<file path="src/rtl/traffic_light_pkg.sv">
// Shared definitions for the traffic light controller and its monitor.
//   - light codes driven by the controller (RED, GREEN, YELLOW, ILLEGAL)
//   - monitor FSM state and per-cycle event encodings
//   - next_light(): legal successor of a phase (Red->Green->Yellow->Red)
//   - state_for_light(): monitor phase state matching a light code
package traffic_light_pkg;

  localparam logic [1:0] LIGHT_RED     = 2'd0;
  localparam logic [1:0] LIGHT_GREEN   = 2'd1;
  localparam logic [1:0] LIGHT_YELLOW  = 2'd2;
  localparam logic [1:0] LIGHT_ILLEGAL = 2'd3;

  typedef enum logic [2:0] {
    ST_INIT,
    ST_RED,
    ST_GREEN,
    ST_YELLOW,
    ST_FAULT
  } mon_state_e;

  // What the monitor decided about the current sample.
  typedef enum logic [2:0] {
    EV_NONE,     // nothing to do (INIT ignoring a code, FAULT waiting)
    EV_START,    // first Red seen in INIT
    EV_HOLD,     // same phase, dwell still below the limit
    EV_ADVANCE,  // legal phase advance
    EV_CODE,     // illegal light code
    EV_SEQ,      // skipped phase or premature advance
    EV_TIMEOUT,  // phase held past the dwell limit
    EV_CLEAR     // err_clear accepted in FAULT
  } mon_event_e;

  function automatic logic [1:0] next_light(input logic [1:0] light);
    logic [1:0] nxt;
    unique case (light)
      LIGHT_RED:    nxt = LIGHT_GREEN;
      LIGHT_GREEN:  nxt = LIGHT_YELLOW;
      LIGHT_YELLOW: nxt = LIGHT_RED;
      default:      nxt = LIGHT_RED;
    endcase
    return nxt;
  endfunction

  function automatic mon_state_e state_for_light(input logic [1:0] light);
    mon_state_e st;
    unique case (light)
      LIGHT_RED:    st = ST_RED;
      LIGHT_GREEN:  st = ST_GREEN;
      LIGHT_YELLOW: st = ST_YELLOW;
      default:      st = ST_FAULT;
    endcase
    return st;
  endfunction

endpackage

</file>
<file path="src/rtl/dwell_counter.sv">
// Dwell counter for the traffic light monitor.
// Ports:
//   clock    in   rising-edge clock
//   reset    in   synchronous active-high reset (count -> 0)
//   clear    in   count -> 0
//   load_one in   count -> 1 (start of a new phase)
//   incr     in   count -> count + 1
//   count    out  current dwell count
//   at_max   out  count equals MAX_DWELL
// Priority: reset > clear > load_one > incr; otherwise the count holds.
module dwell_counter #(
  parameter int CNT_W     = 8,
  parameter int MAX_DWELL = 255
) (
  input  logic             clock,
  input  logic             reset,
  input  logic             clear,
  input  logic             load_one,
  input  logic             incr,
  output logic [CNT_W-1:0] count,
  output logic             at_max
);

  localparam logic [CNT_W-1:0] MAX_C = CNT_W'(MAX_DWELL);

  logic [CNT_W-1:0] count_q;

  // NOTE: state registers use non-blocking assignments so every flop samples
  // pre-edge values, independent of block evaluation order.
  always_ff @(posedge clock) begin
    if (reset || clear) begin
      count_q <= '0;
    end else if (load_one) begin
      count_q <= CNT_W'(1);
    end else if (incr) begin
      count_q <= count_q + CNT_W'(1);
    end
  end

  assign count  = count_q;
  assign at_max = (count_q == MAX_C);

endmodule

</file>
<file path="src/rtl/traffic_light_monitor.sv">
// Downstream checker for the traffic light controller.
// Tracks the confirmed phase and its dwell, checks Red->Green->Yellow->Red
// ordering and the MIN_DWELL/MAX_DWELL limits, and latches sticky fault flags.
// Ports:
//   clock, reset        rising-edge clock, synchronous active-high reset
//   light_in[1:0]       controller light code (0 R, 1 G, 2 Y, 3 illegal)
//   err_clear           leave FAULT and clear the sticky flags
//   phase[1:0]          confirmed current phase
//   dwell[CNT_W-1:0]    cycles spent in the current phase
//   change              one-cycle pulse per legal advance
//   fault               high while in FAULT
//   seq_err, code_err, timeout_err   sticky error flags (first error only)
//   cycle_count[15:0]   completed Yellow->Red advances
// Build option: TL_MON_CYCLE_CNT_EN builds the cycle counter; otherwise
// cycle_count is tied to zero.
module traffic_light_monitor
  import traffic_light_pkg::*;
#(
  parameter int MIN_DWELL = 1,
  parameter int MAX_DWELL = 255,
  parameter int CNT_W     = 8
) (
  input  logic             clock,
  input  logic             reset,
  input  logic [1:0]       light_in,
  input  logic             err_clear,
  output logic [1:0]       phase,
  output logic [CNT_W-1:0] dwell,
  output logic             change,
  output logic             fault,
  output logic             seq_err,
  output logic             code_err,
  output logic             timeout_err,
  output logic [15:0]      cycle_count
);

  localparam logic [CNT_W-1:0] MIN_C = CNT_W'(MIN_DWELL);

  mon_state_e       state_q;
  logic [1:0]       phase_q;
  logic             change_q;
  logic             fault_q;
  logic             seq_err_q;
  logic             code_err_q;
  logic             timeout_err_q;

  logic [CNT_W-1:0] dwell_cnt;
  logic             at_max;
  logic [1:0]       next_phase;
  mon_event_e       ev;

  // Classify this cycle's sample; checks follow the required priority.
  // NOTE: every always_comb output gets a default first so no path leaves
  // it unassigned, which would otherwise infer a latch.
  always_comb begin
    ev         = EV_NONE;
    next_phase = next_light(phase_q);
    unique case (state_q)
      ST_INIT: begin
        if (light_in == LIGHT_ILLEGAL)  ev = EV_CODE;
        else if (light_in == LIGHT_RED) ev = EV_START;
      end
      ST_RED, ST_GREEN, ST_YELLOW: begin
        if (light_in == LIGHT_ILLEGAL)      ev = EV_CODE;
        else if (light_in == phase_q)       ev = at_max ? EV_TIMEOUT : EV_HOLD;
        else if (light_in == next_phase)    ev = (dwell_cnt < MIN_C) ? EV_SEQ : EV_ADVANCE;
        else                                ev = EV_SEQ;
      end
      ST_FAULT: begin
        if (err_clear) ev = EV_CLEAR;
      end
      default: ev = EV_NONE;
    endcase
  end

  dwell_counter #(
    .CNT_W    (CNT_W),
    .MAX_DWELL(MAX_DWELL)
  ) u_dwell (
    .clock   (clock),
    .reset   (reset),
    .clear   (ev == EV_CLEAR),
    .load_one((ev == EV_START) || (ev == EV_ADVANCE)),
    .incr    (ev == EV_HOLD),
    .count   (dwell_cnt),
    .at_max  (at_max)
  );

  always_ff @(posedge clock) begin
    if (reset) begin
      state_q       <= ST_INIT;
      phase_q       <= LIGHT_RED;
      change_q      <= 1'b0;
      fault_q       <= 1'b0;
      seq_err_q     <= 1'b0;
      code_err_q    <= 1'b0;
      timeout_err_q <= 1'b0;
    end else begin
      change_q <= 1'b0;
      unique case (ev)
        EV_START: begin
          state_q <= ST_RED;
          phase_q <= LIGHT_RED;
        end
        EV_ADVANCE: begin
          state_q  <= state_for_light(next_phase);
          phase_q  <= next_phase;
          change_q <= 1'b1;
        end
        EV_CODE: begin
          state_q    <= ST_FAULT;
          fault_q    <= 1'b1;
          code_err_q <= 1'b1;
        end
        EV_SEQ: begin
          state_q   <= ST_FAULT;
          fault_q   <= 1'b1;
          seq_err_q <= 1'b1;
        end
        EV_TIMEOUT: begin
          state_q       <= ST_FAULT;
          fault_q       <= 1'b1;
          timeout_err_q <= 1'b1;
        end
        EV_CLEAR: begin
          state_q       <= ST_INIT;
          phase_q       <= LIGHT_RED;
          fault_q       <= 1'b0;
          seq_err_q     <= 1'b0;
          code_err_q    <= 1'b0;
          timeout_err_q <= 1'b0;
        end
        default: ;  // EV_NONE, EV_HOLD: phase and flags hold
      endcase
    end
  end

`ifdef TL_MON_CYCLE_CNT_EN
  logic [15:0] cycle_count_q;

  // Counts completed cycles (Yellow->Red); survives err_clear, not reset.
  always_ff @(posedge clock) begin
    if (reset) begin
      cycle_count_q <= '0;
    end else if ((ev == EV_ADVANCE) && (next_phase == LIGHT_RED)) begin
      cycle_count_q <= cycle_count_q + 16'd1;
    end
  end

  assign cycle_count = cycle_count_q;
`else
  assign cycle_count = '0;
`endif

  assign phase       = phase_q;
  assign dwell       = dwell_cnt;
  assign change      = change_q;
  assign fault       = fault_q;
  assign seq_err     = seq_err_q;
  assign code_err    = code_err_q;
  assign timeout_err = timeout_err_q;

endmodule

</file>
<file path="config.mk">
export PLATFORM = sky130hd
export DESIGN_NAME = traffic_light_monitor
export DESIGN_NICKNAME = d
export VERILOG_FILES = /design/src/rtl/traffic_light_pkg.sv /design/src/rtl/dwell_counter.sv /design/src/rtl/traffic_light_monitor.sv
export SDC_FILE = /design/constraint.sdc
export NUM_CORES = 1
export LEC_CHECK = 0
export ABC_AREA = 1
export ABC_CLOCK_PERIOD_IN_PS = 1500
export CELL_PAD_IN_SITES_DETAIL_PLACEMENT = 1
export CELL_PAD_IN_SITES_GLOBAL_PLACEMENT = 2
export CORE_MARGIN = 5
export CORE_UTILIZATION = 22
export CTS_CLUSTER_DIAMETER = 120
export DETAILED_ROUTE_END_ITERATION = 12
export GPL_TIMING_DRIVEN = 0
export HOLD_SLACK_MARGIN = 0.03
export PLACE_DENSITY_LB_ADDON = 0.2
export SLEW_MARGIN = 40
export SYNTH_ARGS = -nofsm -noshare
export SYNTH_HDL_FRONTEND = slang
export SYNTH_SLANG_ARGS = --single-unit
</file>
<file path="constraint.sdc">
create_clock -name clock -period 1.5 [get_ports clock]
set_input_delay 0.3 -clock clock [delete_from_list [all_inputs] [get_ports clock]]
set_output_delay 0.3 -clock clock [all_outputs]
set_load 0.01 [all_outputs]
</file>
==> impl_metrics.csv, run 1 <==
group,metric,value,unit
power_and_ir_drop,power.share.combinational,0.599,
layout,finalNetCount,255,
power_and_ir_drop,leakage,1.04,nW
worst_setup_path,crit_fanout,6,
clocking,cts_tree,"built",
floorplanning,io_pins,36,
floorplanning,core.rowCount,27,
clocking,htreeDepth,1,
logic_synthesis,post-synth-top-area-cell,"dfxtp_1",
sta,setup_viol,16,
drt,avgViaCountPerCell,4.05,
drt,vias,1287,
drt,postRouteAntennaNets,0,
worst_setup_path,r2r.worst_path.cells,15,
floorplanning,die_area,0.00734,mm^2
grt,overflow,0,
floorplanning,fp.dieW,85.7,um
power_and_ir_drop,internal-power,1.54,mW
drt,drt_iter0_markers,17,
floorplanning,start_util,0.227,
logic_synthesis,synthFlopType,"dfxtp_1",
clocking,clk_latency,260,ps
grt,grt_max_degree,11,
worst_setup_path,critical_path_class,"reg -> reg",
job,maxCapViolCount,0,
logic_synthesis,synth-seq-cells,18,
grt,grt_use_total,0.102,
layout,diodes,0,
sta,max_freq,581,MHz
sta,slew_viol_final,0,
logic_synthesis,synth_edf_count,0,
power_and_ir_drop,p_sw,1.19,mW
logic_synthesis,syn_area_per_cell,6.67,um^2
layout,drive_gt1_frac,0.431,
sta,holdWs,485,ps
outcome,outcome,"finished with violations",
worst_setup_path,worst_setup_path_end_kind,"flop",
sta,final.period_utilization,1.15,
drt,wirelength,3690,um
logic_synthesis,synthArstFlopShare,0,
layout,syn2layout_area_growth,58.3,%
drt,firstDrtPassIters,2,
sta,fin_setup_tns,-2540,ps
logic_synthesis,ys_seq_area_frac,0.286,
grt,grt_pass1_vias,1255,
layout,fillers,716,
min_path,whs_path_depth,2,
logic_synthesis,ys_top_cells_by_area,"dfxtp_1 29%, nand2_1 13%, buf_4 9.5%",
power_and_ir_drop,clkPwrFrac,0.153,
outcome,violations,"negative setup slack",
place,gp_congestion,0.743,
sta,skew,2.95,ps
layout,final_cell_mix,"37 x nand2_1, 31 x buf_4, 19 x inv_1",
sta,rsz0062_at_grt,"true",
sta,timing.final.ws_setup,-220,ps
sta,final_hold_viol_count,0,
layout,design_area,0.00199,mm^2
place,portBuffers,19,
logic_synthesis,ys_warn_count,0,
power_and_ir_drop,peakVddDrop,0.692,mV
clocking,cts_buffer_depth,2,
layout,stdcell_count,318,
clocking,cts_root_buf,"clkbuf_8",
drt,drc,0,
logic_synthesis,ys_types,26,
place,dp_hpwl,2630,um
worst_setup_path,start_kind,"flop",
logic_synthesis,netlist_instances,189,
grt,grt_pass1_wl,5930,um
place,dpl_cell_area,0.00162,mm^2
worst_setup_path,arrival,1920,ps
clocking,clock-sinks,18,
clocking,clkSlewWorstSetupHoldPaths,80,ps
min_path,min_path_type,"reg -> reg",
place,dp_cells,295,
floorplanning,core_area,0.00554,mm^2
sta,layout_min_cycle_time,1720,ps
worst_setup_path,required,1700,ps
power_and_ir_drop,powerDensity,1370,mW/mm^2
floorplanning,die_h,85.7,um
logic_synthesis,netlist_area,0.00126,mm^2
clocking,holdBufCountCts,0,
clocking,cts_made_buffers,3,
logic_synthesis,yosys.area.top_type_share,0.286,
layout,final_common_cell,"nand2_1",
power_and_ir_drop,swShare,0.437,
drt,avgRoutedWirePerCell,11.6,um
power_and_ir_drop,seqPwrFrac,0.248,
power_and_ir_drop,power.total,2.73,mW
grt,antenna_found_initial,0,
per-layer routing:
metal	wire length (um)	track usage
met5	0	0
met4	15	0.0129
met3	163	0.0279
met2	1920	0.192
met1	1590	0.117
cell type report:
type / instances / area [um^2] / share of cell area
inverter: 32 / 130 / 0.0652
buffer: 16 / 120 / 0.0602
sequential: 18 / 380 / 0.191
multi-input combinational: 139 / 885 / 0.444
clock buffer: 4 / 55.1 / 0.0276
tap: 72 / 90.1 / 0.0452
timing repair buffer: 37 / 334 / 0.168
worst paths after layout:
kind	from	to	slack [ps]
worst min register to register	seq_err	seq_err	490
worst min-delay path	seq_err	seq_err	490
worst max-delay path	u_dwell.count[0]	u_dwell.count[6]	-220
worst max register to register	u_dwell.count[0]	u_dwell.count[6]	-220
what timing repair did:
| item | CTS | global route |
|---|---|---|
| hold endpoints to repair | 0 | 0 |
| resized for setup | 34 | 31 |
| gates cloned | 1 | 0 |
| endpoints found under the setup margin | 25 | 21 |
| pin swaps | 9 | 14 |
| setup buffers | 11 | 7 |
stage by stage:
| step | worst slack, ps | utilization |
|---|---|---|
| 2_1_floorplan | -50.8 | - |
| 3_3_place_gp | -803 | 0.293 |
| 3_5_place_dp | -773 | 0.293 |
| 4_1_cts | -196 | 0.332 |
| 5_1_grt | -370 | 0.360 |
| 6_report | -220 | 0.360 |
power by group through the flow:
| stage | clock network, mW | registers [mW] | logic [mW] |
|---|---|---|---|
| 6_report | 0.419 | 0.676 | 1.63 |
| 3_3_place_gp | 0 | 0.669 | 1.03 |
| 4_1_cts | 0.436 | 0.664 | 1.37 |
| 3_5_place_dp | 0 | 0.669 | 1.03 |
| 2_1_floorplan | 0 | 0.685 | 0.692 |
| 5_1_grt | 0.459 | 0.698 | 1.80 |
state kept, by name (all words and copies together) (netlist names):
| register | cells |
|---|---|
| u_dwell.count | 8 |
| state_q | 3 |
| phase | 2 |
| change | 1 |
| code_err | 1 |
| fault | 1 |
| seq_err | 1 |
| timeout_err | 1 |
synthesized netlist by cell type (all sizes together) (2+ instances only):
cell type and number:
nand2 54, inv 31, nor2 28, dfxtp 18, buf 16, nand3 11, a21oi 8, o21ai 8
ha 3, nor3 3, nor4 2, xor2 2
cell families (layout without fill, tap and decap cells):
| kind of cell | after synthesis | in the layout | synth area share |
|---|---|---|---|
| other | 1 | 16 | 0.00298 |
| adders and majority gates | 3 | 3 | 0.0298 |
| DFF | 18 | 18 | 0.286 |
| AOI/OAI and AO/OA | 18 | 18 | 0.0755 |
| xor gates and xnor gates | 2 | 2 | 0.0139 |
| buffers and inverters | 48 | 89 | 0.191 |
| and+or+nand+nor | 99 | 100 | 0.401 |
worst max-delay path, stage by stage (launching register included):
cell	delay (ps)
dfxtp_4	390
inv_4	40
ha_4	140
nand2_2	50
nor2_1	40
nand2_1	80
nand3_2	70
nand2_2	70
nand2_2	70
nand2_2	80
nand3_4	150
nor2_8	220
nand2_2	80
nand2_1	70
nand2_1	40
nor2_1	70
Note: power is estimated with default switching activity, not from simulation.
==> inputs of run 2 (changes only) <==
PLACE_DENSITY_LB_ADDON = 0.12   (was 0.2)
RECOVER_POWER = 50   (was unset)
==> run 2 against run 1 <==
  * The run still ends with negative setup slack left
  * Critical path type unchanged
  * Die area unchanged
  * First-iteration DRC count increased by 24%
  * Register-to-register slack improved by 30 ps
  * Hold slack got worse by 6.8 ps
  * Sequential power decreased by 2%
  * Via count increased by 1.5%
  * Design area decreased by 4.5%
  * Clock skew increased by 3.9 ps
  * Routed wire length about the same
  * Sequential share of layout area increased by 0.95 points
  * Critical endpoint is now u_dwell.count[3]
  * Clock power decreased by 14%
  * Power decreased by 9.0%
==> impl_metrics.csv, run 2 (synthesis results as in run 1) <==
group,metric,value,unit
drt,postRouteAntennaNets,0,
worst_setup_path,arrival,1850,ps
sta,slew_viol_final,0,
layout,diodes,0,
grt,overflow,0,
clocking,holdBufCountCts,0,
grt,grt_pass1_wl,6290,um
worst_setup_path,critical_path_class,"reg -> reg",
clocking,cts_tree,"built",
sta,rsz0062_at_grt,"true",
floorplanning,start_util,0.227,
drt,firstDrtPassIters,4,
place,gp_congestion,0.817,
worst_setup_path,crit_fanout,5,
outcome,violations,"negative setup slack",
drt,avgViaCountPerCell,4.17,
layout,drive_gt1_frac,0.419,
place,dp_hpwl,2790,um
floorplanning,core.rowCount,27,
layout,final_cell_mix,"33 x nand2_1, 29 x buf_4, 19 x inv_1",
drt,drt_iter0_markers,21,
place,portBuffers,19,
layout,design_area,0.00191,mm^2
sta,timing.final.ws_setup,-188,ps
job,maxCapViolCount,0,
power_and_ir_drop,leakage,0.935,nW
layout,syn2layout_area_growth,51.2,%
layout,final_util,0.344,
sta,setup_viol,17,
layout,finalNetCount,250,
sta,final_hold_viol_count,0,
min_path,min_path_type,"reg -> reg",
power_and_ir_drop,peakVddDrop,0.561,mV
floorplanning,die_area,0.00734,mm^2
floorplanning,core_area,0.00554,mm^2
layout,final_common_cell,"nand2_1",
power_and_ir_drop,powerDensity,1300,mW/mm^2
sta,final.period_utilization,1.13,
worst_setup_path,r2r.worst_path.cells,15,
grt,grt_pass1_vias,1359,
drt,drc,0,
layout,largest_reg_flops,8,
floorplanning,die_h,85.7,um
place,dpl_cell_area,0.00162,mm^2
clocking,clkSlewWorstSetupHoldPaths,80,ps
clocking,htreeDepth,1,
floorplanning,io_pins,36,
sta,holdWs,478,ps
clocking,clk_latency,260,ps
clocking,cts_made_buffers,3,
clocking,cts_root_buf,"clkbuf_8",
drt,avgRoutedWirePerCell,11.8,um
worst_setup_path,required,1660,ps
clocking,cts_buffer_depth,2,
worst_setup_path,worst_setup_path_end_kind,"flop",
drt,vias,1306,
sta,max_freq,593,MHz
floorplanning,fp.dieW,85.7,um
worst_setup_path,start_kind,"flop",
place,dp_cells,295,
clocking,clock-sinks,18,
sta,layout_min_cycle_time,1690,ps
outcome,outcome,"finished with violations",
min_path,whs_path_depth,2,
sta,skew,6.87,ps
grt,grt_max_degree,11,
grt,antenna_found_initial,0,
sta,fin_setup_tns,-2250,ps
layout,stdcell_count,313,
grt,grt_use_total,0.106,
drt,wirelength,3680,um
## run 2: changes by cell type in the layout (fill, tap and decap cells not counted), moves of 3 or more
| cell | change |
|---|---|
| buf_6 | -3 |
| clkdlybuf4s50_1 | +5 |
| dlygate4sd2_1 | -4 |
| dlymetal6s2s_1 | -3 |
| nand2_1 | -4 |
## run 2: repair_timing
action	4_1_cts	5_1_grt
endpoints found under the setup margin	25	23
endpoints found under the hold margin	0	0
setup buffers	10	3
gates cloned	1	0
pin swaps	11	7
resized for setup	31	26
## run 2: where the power goes
| group | internal (mW) | leakage [nW] | switching (mW) | total (mW) |
|---|---|---|---|---|
| Sequential | 0.579 | 0.152 | 0.0809 | 0.660 |
| Combinational | 0.616 | 0.760 | 0.847 | 1.46 |
| Clock | 0.182 | 0.0231 | 0.178 | 0.360 |
## run 2: final timing paths
kind | startpoint | end | slack [ps]
worst min-delay path | seq_err | seq_err | 480
worst max register to register | u_dwell.count[0] | u_dwell.count[3] | -190
worst min register to register | seq_err | seq_err | 480
worst max-delay path | u_dwell.count[0] | u_dwell.count[3] | -190
## run 2: final cells by class
type	instances	area, um^2
clock buffers	3	41.3
plain buffers	16	120
inverters	32	130
fillers	708	3630
clock inverters	1	3.75
multi-input cells	139	856
flip-flops and latches	18	382
well taps	72	90.1
repair buffers	32	283
## run 2: layer usage
layer / wire length, um / global-route usage
met5: 0 / 0
met4: 46 / 0.0388
met3: 143 / 0.0221
met2: 1790 / 0.183
met1: 1700 / 0.129
## run 2: metrics by stage
step                worst slack, ps  total power [mW]
floorplan                     -50.8              1.38
global placement               -716              1.69
detailed placement             -750              1.69
CTS                            -176              2.37
global route                   -327              2.68
finish                         -188              2.48
## run 2: worst max-delay path, cell delays in order (launching register included)
cell and delay, ps:
dfxtp_4 370, inv_4 40, ha_4 140, nand2_2 40, nor2_1 30, nand2_1 70
nand3_2 70, nand2_2 70, buf_4 110, nand2_4 40, nand2_4 110, nand2_4 100
nor2_8 150, nand2_2 80, nor2_1 90, nor2_1 50
